**config.mk**
```make
export PLATFORM = sky130hd
export DESIGN_NAME = bram_wr_arbiter
export DESIGN_NICKNAME = d
export VERILOG_FILES = /design/src/rtl/bram_wr_arbiter.sv
export SDC_FILE = /design/constraint.sdc
export NUM_CORES = 1
export LEC_CHECK = 0
export CORE_AREA = 3 3 70 72
export DETAILED_ROUTE_END_ITERATION = 6
export DIE_AREA = 0 0 73 75
export PLACE_DENSITY = 0.77
export SYNTH_ARGS = -nofsm -noshare
export SYNTH_HDL_FRONTEND = slang
export SYNTH_SLANG_ARGS = --single-unit
```
**constraint.sdc**
```tcl
create_clock -name clk -period 2.3 [get_ports clk]
set_input_delay 0.46 -clock clk [delete_from_list [all_inputs] [get_ports clk]]
set_output_delay 0.46 -clock clk [all_outputs]
set_load 0.05 [all_outputs]
```
**src/rtl/bram_wr_arbiter.sv**
```systemverilog
`default_nettype none
// ----------------------------------------------------------------------------
// bram_wr_arbiter : round-robin burst-write arbiter for BRAM port A
// Revision 1.0
// ----------------------------------------------------------------------------
module bram_wr_arbiter #(
  parameter int DATA_W    = 16,
  parameter int ADDR_W    = 7,
  parameter int BURST_LEN = 50,
  parameter int BASE0     = 0,
  parameter int BASE1     = 64
) (
  input  logic              clk,
  input  logic              rst_n,
  input  logic [1:0]        req,
  input  logic [1:0]        wr_valid,
  input  logic [DATA_W-1:0] wr_data0,
  input  logic [DATA_W-1:0] wr_data1,
  output logic [1:0]        gnt,
  output logic [1:0]        done,
  output logic [1:0]        abort,
  output logic              ena,
  output logic              wea,
  output logic [ADDR_W-1:0] addra,
  output logic [DATA_W-1:0] dina
);

  typedef enum logic [1:0] {
    IDLE   = 2'd0,
    GRANT0 = 2'd1,
    GRANT1 = 2'd2
  } state_t;

  localparam logic [6:0]        CNT_LAST = 7'(BURST_LEN - 1);
  localparam logic [ADDR_W-1:0] BASE0_A  = ADDR_W'(BASE0);
  localparam logic [ADDR_W-1:0] BASE1_A  = ADDR_W'(BASE1);

  state_t            state;
  logic              last;
  logic [6:0]        cnt;

  // Everything below is steered by which requester currently owns the port.
  logic              sel;
  logic              beat;
  logic              req_cur;
  logic [DATA_W-1:0] data_cur;
  logic [ADDR_W-1:0] base_cur;

  assign sel      = (state == GRANT1);
  assign beat     = sel ? wr_valid[1] : wr_valid[0];
  assign req_cur  = sel ? req[1] : req[0];
  assign data_cur = sel ? wr_data1 : wr_data0;
  assign base_cur = sel ? BASE1_A : BASE0_A;

  assign gnt = {state == GRANT1, state == GRANT0};

  always_ff @(posedge clk or negedge rst_n) begin
    if (!rst_n) begin
      state <= IDLE;
      last  <= 1'b1;
      cnt   <= '0;
      done  <= '0;
      abort <= '0;
      ena   <= 1'b0;
      wea   <= 1'b0;
      addra <= '0;
      dina  <= '0;
    end else begin
      done  <= '0;
      abort <= '0;
      ena   <= 1'b0;
      wea   <= 1'b0;
      case (state)
        IDLE: begin
          if (req[0] && (!req[1] || last)) begin
            state <= GRANT0;
            last  <= 1'b0;
            cnt   <= '0;
          end else if (req[1]) begin
            state <= GRANT1;
            last  <= 1'b1;
            cnt   <= '0;
          end
        end
        GRANT0, GRANT1: begin
          // The final beat completes even if the request drops with it.
          if (beat && (cnt == CNT_LAST)) begin
            ena       <= 1'b1;
            wea       <= 1'b1;
            addra     <= base_cur + ADDR_W'(cnt);
            dina      <= data_cur;
            done[sel] <= 1'b1;
            state     <= IDLE;
          end else if (!req_cur) begin
            abort[sel] <= 1'b1;
            state      <= IDLE;
          end else if (beat) begin
            ena   <= 1'b1;
            wea   <= 1'b1;
            addra <= base_cur + ADDR_W'(cnt);
            dina  <= data_cur;
            cnt   <= cnt + 7'd1;
          end
        end
        default: state <= IDLE;
      endcase
    end
  end

endmodule
`default_nettype wire
```
==> results.sh <==
export IMPL_outcome="finished, final reports clean"
export IMPL_synth_avg_cell_area_um2=10.9
export IMPL_period_needed_ns=2.18
export IMPL_fin_tns_setup_ns=0
export IMPL_n_antenna_cell=0
export IMPL_post_cts_resized=0
export IMPL_utilization_pct=61.7
export IMPL_cts_setup_buffers=0
export IMPL_ir_worst_vdd_uv=708
export IMPL_power_density_nw_per_um2=1320
export IMPL_yosysTopAreaCell="dfrtp_1"
export IMPL_yosys_register_bits=38
export IMPL_clk_pin_slew_ns=0.07
export IMPL_syn_num_nets=216
export IMPL_cts_tree="yes"
export IMPL_cts_num_sinks=38
export IMPL_numCtsBuffers=5
export IMPL_critPathMaxFanout=4
export IMPL_io_buffers=68
export IMPL_synth_area_leaders="dfrtp_1 49%, mux2i_1 9.1%, a21oi_1 5.4%"
export IMPL_grt_use_total_pct=15.7
export IMPL_vias=1485
export IMPL_synth_edf_count=0
export IMPL_hold_ws_ns=0.281
export IMPL_startpoint_type="register"
export IMPL_cp_required_ns=1.84
export IMPL_viasPerCell=5.02
export IMPL_ios=69
export IMPL_dieArea_um2=5480
export IMPL_antenna_found_initial=0
export IMPL_arrival_ns=1.72
export IMPL_hold_buffers=0
export IMPL_ys_warnings_count=0
export IMPL_post_place_ws_ns=0.159
export IMPL_final_cells=296
export IMPL_grt_pass1_vias=1458
export IMPL_fmax_mhz=459
export IMPL_drive_gt1_share_pct=10.7
export IMPL_fin_skew_ns=0.00595
export IMPL_post_dp_hpwl_um=3070
export IMPL_fin_ws_ns=0.120
export IMPL_drv_cap=0
export IMPL_synth_top_cell_area_share_pct=49.5
export IMPL_syn_inst=172
export IMPL_clockRootBuffer="clkbuf_8"
export IMPL_grt_start_max_net_pins=39
export IMPL_rows=24
export IMPL_setup_viol=0
export IMPL_yosysSeqAreaShare_pct=50.9
export IMPL_endpoint_kind="primary output"
export IMPL_synth_commonest_cells="37 x dfrtp_1, 24 x nor2_1, 20 x a21oi_1"
export IMPL_rsz0062_at_grt="false"
export IMPL_first_pass_iters=4
export IMPL_total_power_mw=3.54
export IMPL_grt_remaining_overflow=0
export IMPL_route_detailed_drc=0
export IMPL_cts_max_level=2
export IMPL_wirelength_um=4020
export IMPL_gp_congestion=0.877
export IMPL_grt_pass1_wl_um=6510
export IMPL_worst_slew_pin_slew_ns=0.833
export IMPL_postRouteAntennaNets=0
export IMPL_area_delta_synth_final_pct=43.5
export IMPL_p_leak_nw=1.14
export IMPL_dpl_cell_area_um2=2590
export IMPL_clockBufferDepth=2
export IMPL_synthArstFlopShare_pct=100
export IMPL_timing_final_crit_share_pct=94.8
export IMPL_core_um2=4350
export IMPL_hp_class="in2async"
export IMPL_die_w_um=73
export IMPL_hold_violations=0
export IMPL_dp_cells=288
export IMPL_max_slew_margin_pct=44.5
export IMPL_yosys_most_used_dff="dfrtp_1"
export IMPL_drt_initial_drc_count=74
export IMPL_fp_dieH_um=75
export IMPL_final_area_um2=2690
export IMPL_yosysMostFrequentCell="dfrtp_1"
export IMPL_clock_latency_ns=0.28
export IMPL_path_class="reg2out"
export IMPL_slew_violations=0
export IMPL_synth_distinct_cells=35
export IMPL_start_util_pct=43.0
export IMPL_nNetsFinal=287
export IMPL_routedWlPerCell_um=13.6
export IMPL_syn_area_um2=1870
[cell usage in the layout (no fill, tap or decap), types with 2 or more instances in the layout]
cell,Yosys,layout
nor2_1,24,24
mux2i_1,17,17
or2_2,2,2
mux2_1,4,4
nand2b_1,2,2
o22a_1,2,2
dfrtp_1,37,37
clkbuf_8,0,6
nand4_1,2,2
xnor2_1,3,3
nand3_1,5,5
buf_4,4,5
inv_1,7,7
o21ai_2,2,2
a21oi_1,20,20
o21ai_0,2,2
clkdlybuf4s50_1,0,66
and2_1,2,2
ha_1,6,6
nand2_1,7,7
a22o_1,3,3
mux2_2,4,4
[report_power, final]
part | switching [mW] | internal, mW | total, mW
clock | 0.210 | 0.241 | 0.451
combinational | 1.29 | 0.753 | 2.04
sequential | 0.142 | 0.902 | 1.04
total | 1.64 | 1.90 | 3.54
[sequential cells by signal, summed over array words and instances, names as in the netlist]
name	cells
last	1
addra	7
wea	1
abort	2
state	2
dina	16
cnt	7
done	2
[area by class of cell]
class,instances,area (um^2)
clock buffer,7,86.3
inverter,7,26.3
tap,52,65.1
fill,357,1670
multi-input combinational,118,827
clock inverter,1,5.00
sequential,38,952
timing repair buffer,73,723
[routing by layer]
metal  GRT usage, %  part of all wire, %  up-vias  wire length (um)
li1               -                    -      735                 -
met4           7.58                  1.6        0                64
met1           20.1                   43      688              1730
met5              0                    0        -                 0
met3           4.01                  7.0        4               281
met2           24.9                   48       58              1950
[kinds of logic (layout without fill, tap and decap cells)]
family          Yosys count  in the layout  synth area share (%)
buf+inv                  16             88                  4.88
flops                    38             38                  50.9
simple gates             49             49                  12.5
fa+ha+maj                 6              6                  4.01
mux                      25             25                  13.9
compound gates           35             35                  12.4
xor+xnor                  3              3                  1.40
[worst max-delay path, stage by stage (launching register included)]
cell and delay [ns]:
dfrtp_1 0.42, inv_1 0.09, ha_1 0.14, clkdlybuf4s50_1 0.79
[final timing paths]
path	slack, ns	endpoint	start	cells after the start
setup / recovery	0.12	gnt[0]	state[1]	3
hold / removal	0.28	addra[4]	rst_n	1
setup reg to reg	0.32	dina[6]	cnt[1]	8
hold reg to reg	0.49	addra[2]	addra[2]	1
max in group asynchronous	1.50	dina[6]	rst_n	1
min in group clk	0.49	addra[2]	addra[2]	1
(Power assumes the default switching activity.)
